<file path="config.mk">
export PLATFORM = sky130hd
export DESIGN_NAME = tpuv2_ctrl_flat
export DESIGN_NICKNAME = d
export VERILOG_FILES = /design/src/rtl/tpu_pkg.sv /design/src/rtl/tpuv2_ctrl_if.sv /design/src/rtl/tpu_addr_decode.sv /design/src/rtl/tpuv2_ctrl.sv /design/src/flat_wrapper.sv
export SDC_FILE = /design/constraint.sdc
export NUM_CORES = 1
export LEC_CHECK = 0
export CAP_MARGIN = 30
export CORE_MARGIN = 3
export CORE_UTILIZATION = 35
export DETAILED_ROUTE_END_ITERATION = 10
export GPL_ROUTABILITY_DRIVEN = 0
export PLACE_DENSITY_LB_ADDON = 0.12
export SLEW_MARGIN = 20
export SYNTH_ARGS = -nofsm -noshare
export SYNTH_HDL_FRONTEND = slang
export SYNTH_SLANG_ARGS = --single-unit
</file>
<file path="constraint.sdc">
create_clock -name clk -period 2 [get_ports clk]
set_input_delay 0.4 -clock clk [delete_from_list [all_inputs] [get_ports clk]]
set_output_delay 0.4 -clock clk [all_outputs]
set_load 0.05 [all_outputs]
</file>
<file path="src/rtl/tpu_pkg.sv">
// rtl/tpu_pkg.sv - shared types, sizing helpers and register bit positions for tpuv2_ctrl
package tpu_pkg;

    typedef enum logic [1:0] {
        ST_IDLE,
        ST_CLEAR,
        ST_RUN,
        ST_DONE
    } state_e;

    // Decoded meaning of one bus access (region combined with direction)
    typedef enum logic [2:0] {
        ACC_BAD,
        ACC_A_WR,
        ACC_B_WR,
        ACC_C_WR,
        ACC_C_RD,
        ACC_CMD_WR,
        ACC_STAT_RD,
        ACC_PERF_RD
    } acc_e;

    localparam int STAT_BUSY = 0;
    localparam int STAT_DONE = 1;
    localparam int STAT_ERR  = 2;

    localparam int CMD_START = 0;
    localparam int CMD_CLEAR = 1;
    localparam int CMD_PCLR  = 2;

    // Bus words needed to carry one row of C accumulators
    function automatic int cwpr_f(input int dim, input int bits_c, input int dataw);
        return (dim * bits_c + dataw - 1) / dataw;
    endfunction

    // Select width that never collapses to zero bits
    function automatic int selw_f(input int n);
        return (n > 1) ? $clog2(n) : 1;
    endfunction

    function automatic logic in_win(input int unsigned a, input int unsigned base,
                                    input int unsigned size);
        return (a >= base) && (a < base + size);
    endfunction

endpackage

</file>
<file path="src/rtl/tpuv2_ctrl_if.sv">
// rtl/tpuv2_ctrl_if.sv - host bus request/response bundle for tpuv2_ctrl
interface tpuv2_ctrl_if #(
    parameter int ADDRW = 16,
    parameter int DATAW = 64
);
    logic             valid;
    logic             r_w;
    logic [ADDRW-1:0] addr;
    logic [DATAW-1:0] dataIn;
    logic             ready;
    logic             rd_valid;
    logic [DATAW-1:0] dataOut;

    modport master (
        output valid, r_w, addr, dataIn,
        input  ready, rd_valid, dataOut
    );

    modport slave (
        input  valid, r_w, addr, dataIn,
        output ready, rd_valid, dataOut
    );
endinterface

</file>
<file path="src/rtl/tpu_addr_decode.sv">
// rtl/tpu_addr_decode.sv - combinational region decode and row/word index for tpuv2_ctrl (perf window under TPU_PERF_CNT_EN)
module tpu_addr_decode
    import tpu_pkg::*;
#(
    parameter int          BITS_C   = 16,
    parameter int          DIM      = 8,
    parameter int          ADDRW    = 16,
    parameter int          DATAW    = 64,
    parameter int unsigned BASE_A   = 'h100,
    parameter int unsigned BASE_B   = 'h200,
    parameter int unsigned BASE_C   = 'h300,
    parameter int unsigned REG_CMD  = 'h400,
    parameter int unsigned REG_STAT = 'h408,
    localparam int         CWPR     = cwpr_f(DIM, BITS_C, DATAW),
    localparam int         ROWW     = selw_f(DIM),
    localparam int         CWW      = selw_f(CWPR)
) (
    input  logic [ADDRW-1:0] addr,
    input  logic             r_w,
    output acc_e             acc,
    output logic [ROWW-1:0]  row,
    output logic [CWW-1:0]   word
);
    localparam int unsigned BPW    = DATAW / 8;
    localparam int unsigned WIN_AB = DIM * BPW;
    localparam int unsigned WIN_C  = DIM * CWPR * BPW;
    localparam logic [ADDRW-1:0] BPW_W  = ADDRW'(BPW);
    localparam logic [ADDRW-1:0] CWPR_W = ADDRW'(CWPR);

    logic [ADDRW-1:0] off;
    logic [ADDRW-1:0] idx;
    logic [ADDRW-1:0] crow;
    logic [ADDRW-1:0] cword;
    int unsigned      a32;

    // Pick the region, then turn the byte offset into a word index
    always_comb begin
        acc = ACC_BAD;
        off = '0;
        a32 = 32'(addr);
        if (in_win(a32, BASE_A, WIN_AB)) begin
            acc = r_w ? ACC_A_WR : ACC_BAD;
            off = addr - ADDRW'(BASE_A);
        end else if (in_win(a32, BASE_B, WIN_AB)) begin
            acc = r_w ? ACC_B_WR : ACC_BAD;
            off = addr - ADDRW'(BASE_B);
        end else if (in_win(a32, BASE_C, WIN_C)) begin
            acc = r_w ? ACC_C_WR : ACC_C_RD;
            off = addr - ADDRW'(BASE_C);
        end else if (a32 == REG_CMD) begin
            acc = r_w ? ACC_CMD_WR : ACC_BAD;
        end else if (a32 == REG_STAT) begin
            acc = r_w ? ACC_BAD : ACC_STAT_RD;
`ifdef TPU_PERF_CNT_EN
        end else if (a32 == REG_STAT + 8) begin
            acc = r_w ? ACC_BAD : ACC_PERF_RD;
`endif
        end
        idx   = off / BPW_W;
        crow  = idx / CWPR_W;
        cword = idx % CWPR_W;
        row   = ((acc == ACC_C_WR) || (acc == ACC_C_RD)) ? ROWW'(crow) : ROWW'(idx);
        word  = CWW'(cword);
    end
endmodule

</file>
<file path="src/rtl/tpuv2_ctrl.sv">
// rtl/tpuv2_ctrl.sv - command decoder and compute sequencer for the systolic TPU (optional cycle counter: TPU_PERF_CNT_EN)
module tpuv2_ctrl
    import tpu_pkg::*;
#(
    parameter int          BITS_AB  = 8,
    parameter int          BITS_C   = 16,
    parameter int          DIM      = 8,
    parameter int          ADDRW    = 16,
    parameter int          DATAW    = 64,
    parameter int unsigned BASE_A   = 'h100,
    parameter int unsigned BASE_B   = 'h200,
    parameter int unsigned BASE_C   = 'h300,
    parameter int unsigned REG_CMD  = 'h400,
    parameter int unsigned REG_STAT = 'h408,
    localparam int         CWPR     = cwpr_f(DIM, BITS_C, DATAW),
    localparam int         ROWW     = selw_f(DIM),
    localparam int         CWW      = selw_f(CWPR)
) (
    input  logic             clk,
    input  logic             rst_n,
    tpuv2_ctrl_if.slave      bus,
    input  logic [DATAW-1:0] c_rdata,
    output logic             a_en,
    output logic             a_wren,
    output logic [ROWW-1:0]  a_row,
    output logic             b_en,
    output logic             sa_en,
    output logic             sa_wren,
    output logic             sa_clr,
    output logic [ROWW-1:0]  c_row,
    output logic [CWW-1:0]   c_word,
    output logic             done
);
    localparam int CNTW = $clog2(3 * DIM);
    localparam logic [CNTW-1:0] CNT_LAST = CNTW'(3 * DIM - 3);

    state_e           state_q, state_d;
    logic [CNTW-1:0]  count_q, count_d;
    logic             a_pulse_q, a_pulse_d;
    logic [ROWW-1:0]  a_row_q, a_row_d;
    logic             b_pulse_q, b_pulse_d;
    logic             sa_wren_q, sa_wren_d;
    logic [ROWW-1:0]  c_row_q, c_row_d;
    logic [CWW-1:0]   c_word_q, c_word_d;
    logic             c_rd_pend_q, c_rd_pend_d;
    logic             rd_valid_q, rd_valid_d;
    logic [DATAW-1:0] dout_q, dout_d;
    logic             done_sticky_q, done_sticky_d;
    logic             err_sticky_q, err_sticky_d;

    acc_e             acc;
    logic [ROWW-1:0]  dec_row;
    logic [CWW-1:0]   dec_word;
    logic             busy, run, resp_now, anytime, ready_c, fire;
    logic [DATAW-1:0] perf_rd;
    logic             unused_ok;

    tpu_addr_decode #(
        .BITS_C  (BITS_C),
        .DIM     (DIM),
        .ADDRW   (ADDRW),
        .DATAW   (DATAW),
        .BASE_A  (BASE_A),
        .BASE_B  (BASE_B),
        .BASE_C  (BASE_C),
        .REG_CMD (REG_CMD),
        .REG_STAT(REG_STAT)
    ) u_dec (
        .addr(bus.addr),
        .r_w (bus.r_w),
        .acc (acc),
        .row (dec_row),
        .word(dec_word)
    );

    // Only the low command bits matter here
    assign unused_ok = ^bus.dataIn;

    assign busy     = (state_q != ST_IDLE);
    assign run      = (state_q == ST_RUN);
    assign resp_now = !bus.r_w && (acc != ACC_C_RD);
    assign anytime  = (acc == ACC_STAT_RD) || (acc == ACC_PERF_RD);
    // A one-cycle read may not land on top of the C read issued just before it
    assign ready_c  = rst_n && (!busy || anytime) && !(c_rd_pend_q && resp_now);
    assign fire     = bus.valid && ready_c;

`ifdef TPU_PERF_CNT_EN
    logic [31:0] perf_q, perf_d;

    // Saturating count of non-idle cycles, cleared from the command register
    always_comb begin
        perf_d = perf_q;
        if (fire && (acc == ACC_CMD_WR) && bus.dataIn[CMD_PCLR]) begin
            perf_d = '0;
        end else if (busy && (perf_q != '1)) begin
            perf_d = perf_q + 32'd1;
        end
    end

    // Cycle counter register
    always_ff @(posedge clk or negedge rst_n) begin
        if (!rst_n) perf_q <= '0;
        else        perf_q <= perf_d;
    end

    assign perf_rd = DATAW'(perf_q);
`else
    assign perf_rd = '0;
`endif

    // Sequencer next state: clear pulse, fixed-length run, done pulse
    always_comb begin
        state_d = state_q;
        count_d = count_q;
        case (state_q)
            ST_IDLE: begin
                if (fire && (acc == ACC_CMD_WR) && bus.dataIn[CMD_START]) begin
                    state_d = bus.dataIn[CMD_CLEAR] ? ST_CLEAR : ST_RUN;
                    count_d = '0;
                end
            end
            ST_CLEAR: begin
                state_d = ST_RUN;
                count_d = '0;
            end
            ST_RUN: begin
                if (count_q == CNT_LAST) begin
                    state_d = ST_DONE;
                    count_d = '0;
                end else begin
                    count_d = count_q + CNTW'(1);
                end
            end
            ST_DONE: state_d = ST_IDLE;
            default: state_d = ST_IDLE;
        endcase
    end

    // Access side effects, read responses and sticky status bits
    always_comb begin
        a_pulse_d   = fire && (acc == ACC_A_WR);
        a_row_d     = a_pulse_d ? dec_row : a_row_q;
        b_pulse_d   = fire && (acc == ACC_B_WR);
        sa_wren_d   = fire && (acc == ACC_C_WR);
        c_rd_pend_d = fire && (acc == ACC_C_RD);
        c_row_d     = c_row_q;
        c_word_d    = c_word_q;
        if (sa_wren_d || c_rd_pend_d) begin
            c_row_d  = dec_row;
            c_word_d = dec_word;
        end

        rd_valid_d = 1'b0;
        dout_d     = '0;
        if (c_rd_pend_q) begin
            rd_valid_d = 1'b1;
            dout_d     = c_rdata;
        end else if (fire && resp_now) begin
            rd_valid_d = 1'b1;
            if (acc == ACC_STAT_RD) dout_d = DATAW'({err_sticky_q, done_sticky_q, busy});
            else if (acc == ACC_PERF_RD) dout_d = perf_rd;
        end

        done_sticky_d = done_sticky_q;
        err_sticky_d  = err_sticky_q;
        if (fire && (acc == ACC_STAT_RD)) begin
            done_sticky_d = 1'b0;
            err_sticky_d  = 1'b0;
        end
        if (state_q == ST_DONE)        done_sticky_d = 1'b1;
        if (fire && (acc == ACC_BAD))  err_sticky_d  = 1'b1;
    end

    // State and output registers
    always_ff @(posedge clk or negedge rst_n) begin
        if (!rst_n) begin
            state_q       <= ST_IDLE;
            count_q       <= '0;
            a_pulse_q     <= 1'b0;
            a_row_q       <= '0;
            b_pulse_q     <= 1'b0;
            sa_wren_q     <= 1'b0;
            c_row_q       <= '0;
            c_word_q      <= '0;
            c_rd_pend_q   <= 1'b0;
            rd_valid_q    <= 1'b0;
            dout_q        <= '0;
            done_sticky_q <= 1'b0;
            err_sticky_q  <= 1'b0;
        end else begin
            state_q       <= state_d;
            count_q       <= count_d;
            a_pulse_q     <= a_pulse_d;
            a_row_q       <= a_row_d;
            b_pulse_q     <= b_pulse_d;
            sa_wren_q     <= sa_wren_d;
            c_row_q       <= c_row_d;
            c_word_q      <= c_word_d;
            c_rd_pend_q   <= c_rd_pend_d;
            rd_valid_q    <= rd_valid_d;
            dout_q        <= dout_d;
            done_sticky_q <= done_sticky_d;
            err_sticky_q  <= err_sticky_d;
        end
    end

    assign bus.ready    = ready_c;
    assign bus.rd_valid = rd_valid_q;
    assign bus.dataOut  = dout_q;
    assign a_en         = a_pulse_q | run;
    assign a_wren       = a_pulse_q;
    assign a_row        = a_row_q;
    assign b_en         = b_pulse_q | run;
    assign sa_en        = run;
    assign sa_wren      = sa_wren_q;
    assign sa_clr       = (state_q == ST_CLEAR);
    assign c_row        = c_row_q;
    assign c_word       = c_word_q;
    assign done         = (state_q == ST_DONE);
endmodule
</file>
<file path="src/flat_wrapper.sv">
// flat-port wrapper written by rule: the top's interface ports become plain ports
module tpuv2_ctrl_flat import tpu_pkg::*;
#(
    parameter int          BITS_AB  = 8,
    parameter int          BITS_C   = 16,
    parameter int          DIM      = 8,
    parameter int          ADDRW    = 16,
    parameter int          DATAW    = 64,
    parameter int unsigned BASE_A   = 'h100,
    parameter int unsigned BASE_B   = 'h200,
    parameter int unsigned BASE_C   = 'h300,
    parameter int unsigned REG_CMD  = 'h400,
    parameter int unsigned REG_STAT = 'h408,
    localparam int         CWPR     = cwpr_f(DIM, BITS_C, DATAW),
    localparam int         ROWW     = selw_f(DIM),
    localparam int         CWW      = selw_f(CWPR)
)
  (clk, rst_n, c_rdata, a_en, a_wren, a_row, b_en, sa_en, sa_wren, sa_clr, c_row, c_word, done, bus_valid, bus_r_w, bus_addr, bus_dataIn, bus_ready, bus_rd_valid, bus_dataOut);
  tpuv2_ctrl_if #(.ADDRW(ADDRW), .DATAW(DATAW)) bus_i ();
  input  logic clk;
  input  logic rst_n;
  input  logic [DATAW-1:0] c_rdata;
  output logic a_en;
  output logic a_wren;
  output logic [ROWW-1:0] a_row;
  output logic b_en;
  output logic sa_en;
  output logic sa_wren;
  output logic sa_clr;
  output logic [ROWW-1:0] c_row;
  output logic [CWW-1:0] c_word;
  output logic done;
  input wire logic [$bits(bus_i.valid)-1:0] bus_valid;
  input wire logic [$bits(bus_i.r_w)-1:0] bus_r_w;
  input wire logic [$bits(bus_i.addr)-1:0] bus_addr;
  input wire logic [$bits(bus_i.dataIn)-1:0] bus_dataIn;
  output wire logic [$bits(bus_i.ready)-1:0] bus_ready;
  output wire logic [$bits(bus_i.rd_valid)-1:0] bus_rd_valid;
  output wire logic [$bits(bus_i.dataOut)-1:0] bus_dataOut;
  assign bus_i.valid = bus_valid;
  assign bus_i.r_w = bus_r_w;
  assign bus_i.addr = bus_addr;
  assign bus_i.dataIn = bus_dataIn;
  assign bus_ready = bus_i.ready;
  assign bus_rd_valid = bus_i.rd_valid;
  assign bus_dataOut = bus_i.dataOut;
  tpuv2_ctrl #(.BITS_AB(BITS_AB), .BITS_C(BITS_C), .DIM(DIM), .ADDRW(ADDRW), .DATAW(DATAW), .BASE_A(BASE_A), .BASE_B(BASE_B), .BASE_C(BASE_C), .REG_CMD(REG_CMD), .REG_STAT(REG_STAT)) u_core (.clk(clk), .rst_n(rst_n), .bus(bus_i), .c_rdata(c_rdata), .a_en(a_en), .a_wren(a_wren), .a_row(a_row), .b_en(b_en), .sa_en(sa_en), .sa_wren(sa_wren), .sa_clr(sa_clr), .c_row(c_row), .c_word(c_word), .done(done));
endmodule
</file>
After elaboration in Yosys (flattened, before gate mapping)
Cells that the tools add are included.
Widths: inputs -> output; s select.

storage, ports and cells
  register bits after elaboration = 85

operators by class
  add/subtract/negate cells = 4
  magnitude comparators = 6
  reduce and logical (&&, ||, !) cells = 32
  equal/unequal tests = 16
  multiplexer cells = 29
  bitwise gates (word level) = 2

operators by type and width
  cell                  number
  $mux 64               2
  $eq 16x11->1 const B  2
  $ge 16x10->1 const B  2
  $lt 16x10->1 const B  2
  $mux 3                10
  $mux 7                3
  $sub 7x1->7 const B   3
  $logic_and 1x1->1     17
  $ge 16x9->1 const B   1
  $lt 16x9->1 const B   1
  $pmux 5 s3            1
  $eq 3x3->1 const B    4
  $mux 5                2
  $mux 2                4
  $pmux 2 s4            1
  $eq 3x2->1 const B    2
  $mux 1                6
  $reduce_bool 2->1     3
  $add 5x1->5 const B   1
  $eq 5x5->1 const B    1
  $eq 2x2->1 const B    2
  $logic_or 1x1->1      4
  $reduce_and 2->1      2
  $eq 3x1->1 const B    1
  other kinds (9)       12

Longest topological paths before layout
  depth in word-level cells = 16
  mapped depth = 7
  mapped depth without buffers = 7

Hierarchy
Synthesis repeated with hierarchy kept, for this count alone.

second synthesis, totals
  cell total of the unflattened synthesis = 271
  area total of the unflattened synthesis = 3390.8 um2

by module, submodules not included
  module           times used  cells an instance  sequential area each (um2)  area each (um2)
  tpuv2_ctrl       1           233                2127.0                      3144.3
  tpu_addr_decode  1           38                 0.0                         246.5

Worst setup path after synthesis
No wires, ideal clock.

  kind = input to output
  from = input bus_addr[6]
  to = output bus_ready
  path buffers = 1
  stages on the path = 5
  arrival time = 2.450 ns
  setup slack = -0.850 ns
  cell sequence = buf_2 -> nor4b_1 -> and4_1 -> a41oi_1 -> a311oi_1

on the way
  longest elaborated chain between the ends = 11
  elaborated cells on any way between the ends = 26

RTL lines
  what                                                   RTL line                            RTL
  start, declared                                        flat_wrapper.sv:35                  input wire logic [$bits(bus_i.addr)-1:0] bus_addr;
  branches (longest 5 deep; another with $ge 16x10->1)   --
  $mux 3 *                                               tpu_addr_decode.sv:41               if (in_win(a32, BASE_A, WIN_AB)) begin
  $eq 3x3->1 or $ne 3x3->1 (tied branches)               tpuv2_ctrl.sv:82, tpuv2_ctrl.sv:81
  $logic_or 1x1->1 or $logic_and 1x1->1 (tied branches)  tpuv2_ctrl.sv:82, tpuv2_ctrl.sv:81
  $logic_or 1x1->1 or $logic_and 1x1->1 (tied branches)  tpuv2_ctrl.sv:84                    assign ready_c = rst_n && (!busy || anytime) && !(c_rd_pend_q && resp_now);
  $logic_and 1x1->1 or $logic_not 1->1 (tied branches)   tpuv2_ctrl.sv:84
  $logic_and 1x1->1 *                                    tpuv2_ctrl.sv:84
  end, declared                                          flat_wrapper.sv:37                  output wire logic [$bits(bus_i.ready)-1:0] bus_ready;

Mark *: on every way between the ends.

Worst setup path after layout
  from = input bus_addr[1]
  to = output bus_ready

Same word-level chain as after synthesis.

==> flow_summary.json <==
{
  "slew_headroom_pct": 63.0,
  "gr-usage-met1_pct": 21.6,
  "hold_class": "in2async",
  "drive_gt1_share_pct": 20.2,
  "h-tree-depth": 3,
  "grt.overflow.total": 0,
  "clk_latency_ps": 340,
  "total_power_w": 0.00313,
  "rows": 35,
  "die_area_um2": 11000,
  "synthCells": 283,
  "ys_top_cells_by_area": "dfrtp_1 (62%), and2_1 (11%), ha_1 (2.2%)",
  "final_nets": 643,
  "critPathArrivalTime_ps": 1660,
  "leakagePower_nw": 2.63,
  "cts_inserted_buffers": 9,
  "clock-root-buffer": "clkbuf_8",
  "antenna_cells": 0,
  "finalCriticalPeriod_ps": 2060,
  "synth_flop_cell": "dfrtp_1",
  "violations": "setup timing",
  "clock_skew_ps": 10.1,
  "dpl.hpwl_um": 7070,
  "startpoint_type": "input pin",
  "grt_util_met3_pct": 5.25,
  "fmax_mhz": 486,
  "required_ps": 1600,
  "drtPass1Iterations": 4,
  "yosysTopAreaCell": "dfrtp_1",
  "synthArstFlopShare_pct": 100,
  "synth_edf_count": 0,
  "pin_count": 228,
  "critPathKind": "in2out",
  "timing.hold.ws_ps": 177,
  "drt_iter0_markers": 77,
  "fin_crit_sh_pct": 103,
  "clk_pin_slew_worst_paths_ps": 90,
  "yosysSeqAreaShare_pct": 62.0,
  "worstMarginPinSlew_ps": 554,
  "postRouteWirelength_um": 9260,
  "vias_per_cell": 4.52,
  "busiest_layer": "met2",
  "final_cell_mix": "clkdlybuf4s50_1 (140), dfrtp_1 (85), and2_1 (62)",
  "worst_slack_ps": -59.4,
  "ys_types": 48,
  "die_width_um": 105,
  "grt_pass1_wl_um": 14600,
  "grtUsageMet2_pct": 27.7,
  "core_area_um2": 9370,
  "yosys_register_bits": 85,
  "drc": 0,
  "grt_pass1_vias": 2775,
  "ir_drop_mv": 0.323,
  "numPortBuffers": 165,
  "cts_tree": "done",
  "p_per_area_nw_per_um2": 546,
  "synth_warnings": 0,
  "synth_top_area_share_pct": 62.0,
  "setup_viol": 1,
  "status": "finished, violations left",
  "synth_fp_nets": 437,
  "chipHeight_um": 105,
  "rsz0062_at_grt": "yes",
  "grt_max_degree": 66,
  "antenna_left": 0,
  "final_common_cell": "clkdlybuf4s50_1",
  "finalHoldViolCount": 0,
  "cts_buffer_depth": 2,
  "start_util_pct": 36.6,
  "area_growth_syn_to_layout_pct": 67.3,
  "syn_area_um2": 3430,
  "cts.sinks": 85,
  "endpoint_kind": "output pin",
  "wl_per_cell_um": 14.9,
  "avgSynthCellArea_um2": 12.1,
  "path_max_fanout": 2,
  "maxSlewViolCount": 0,
  "dr_total_vias": 2816,
  "antenna_found_initial": 0,
  "cap_violations": 0,
  "grt_usage_pct": 16.8
}
==> Yosys cell counts, drive strengths merged (2+ instances only) <==
cell type and count:
inv 11, nand4b 2, nand2b 3, clkbuf 7
mux2i 5, or2 3, or4 2, buf 3
nor3 8, dfrtp 85, o21bai 2, a21oi 8
nor2 11, and4 2, nand2 16, ha 6
mux2 4, nand3 7, and2 62, a22o 2
a21o 2, nor4 3, nor2b 2, o21ai 8
nor4b 2, or3 3
==> power by group <==
group          internal (W)  total (W)  switching (W)
registers           0.00172    0.00172     0.00000150
logic              0.000196   0.000326       0.000130
clock network      0.000460    0.00109       0.000625
total               0.00238    0.00313       0.000757
==> logic make-up after synthesis <==
group           synth area share, %
compound gates                 6.17
fa+ha+maj                      2.19
buf+inv                        3.36
flops                          62.0
mux                            2.77
simple gates                   23.5
==> state kept, by name (all words and copies together) (netlist names) <==
name,cells
u_core.bus.dataOut,64
u_core.count_q,5
u_core.a_row,3
u_core.c_row,3
u_core.state_q,2
u_core.a_wren,1
u_core.b_pulse_q,1
u_core.bus.rd_valid,1
u_core.c_rd_pend_q,1
u_core.c_word,1
u_core.done_sticky_q,1
u_core.err_sticky_q,1
u_core.sa_wren,1
==> critical path: stages <==
cell and delay, ps:
dlygate4sd2_1 270, nor3_2 120, and4_4 260, a41oi_4 110
a311oi_4 320, buf_12 180
==> what timing repair did <==
item / 4_1_cts / 5_1_grt
endpoints found under the setup margin: 16 / 7
resized for setup: 32 / 24
endpoints found under the hold margin: 2 / 0
hold buffers: 1 / 0
pin swaps: 7 / 7
buffers inserted: 3 / 4
==> layer usage <==
metal	part of all wire (%)	routed length, µm
met1	43	3990
met3	6.5	603
met5	0	0
met2	50	4590
met4	0.79	73
==> worst paths after layout <==
check / cells after the start / from / end / slack [ps]
min in group clk: 2 / bus_addr[4] / u_core.c_row[0]$_DFFE_PN0P_ / 300
max in group asynchronous: 3 / rst_n / u_core.bus.dataOut[54]$_DFF_PN0_ / 1230
min reg2reg: 1 / u_core.done_sticky_q$_DFFE_PN0P_ / u_core.done_sticky_q$_DFFE_PN0P_ / 490
min: 2 / rst_n / u_core.bus.dataOut[11]$_DFF_PN0_ / 180
max reg2reg: 6 / u_core.state_q[0]$_DFFE_PN0P_ / u_core.count_q[4]$_DFFE_PN0P_ / 140
max: 6 / bus_addr[1] / bus_ready / -60
==> final cells by class <==
class | instances | area (µm²)
fillers | 828 | 3630
clock inverters | 6 | 46.3
inverters | 11 | 41.3
well taps | 129 | 161
repair buffers | 206 | 1960
flip-flops and latches | 85 | 2130
clock buffers | 10 | 128
multi-input cells | 176 | 1270
==> stage by stage <==
| stage | cells | cell area (µm²) | utilization (%) | setup TNS [ps] | setup WS (ps) |
|---|---|---|---|---|---|
| 6_report | 623 | 5740 | 61.2 | -59.4 | -59.4 |
| 5_1_grt | 623 | 5740 | 61.2 | -231 | -130 |
| 4_1_cts | 619 | 5690 | 60.7 | -60.9 | -60.9 |
| 3_5_place_dp | 599 | 5480 | 58.4 | -9320 | -498 |
| 3_3_place_gp | 598 | 5460 | 58.2 | -8430 | -454 |
| 2_1_floorplan | 283 | 3470 | - | -48.8 | -48.8 |
No activity file was read; power rests on OpenSTA's default activity.
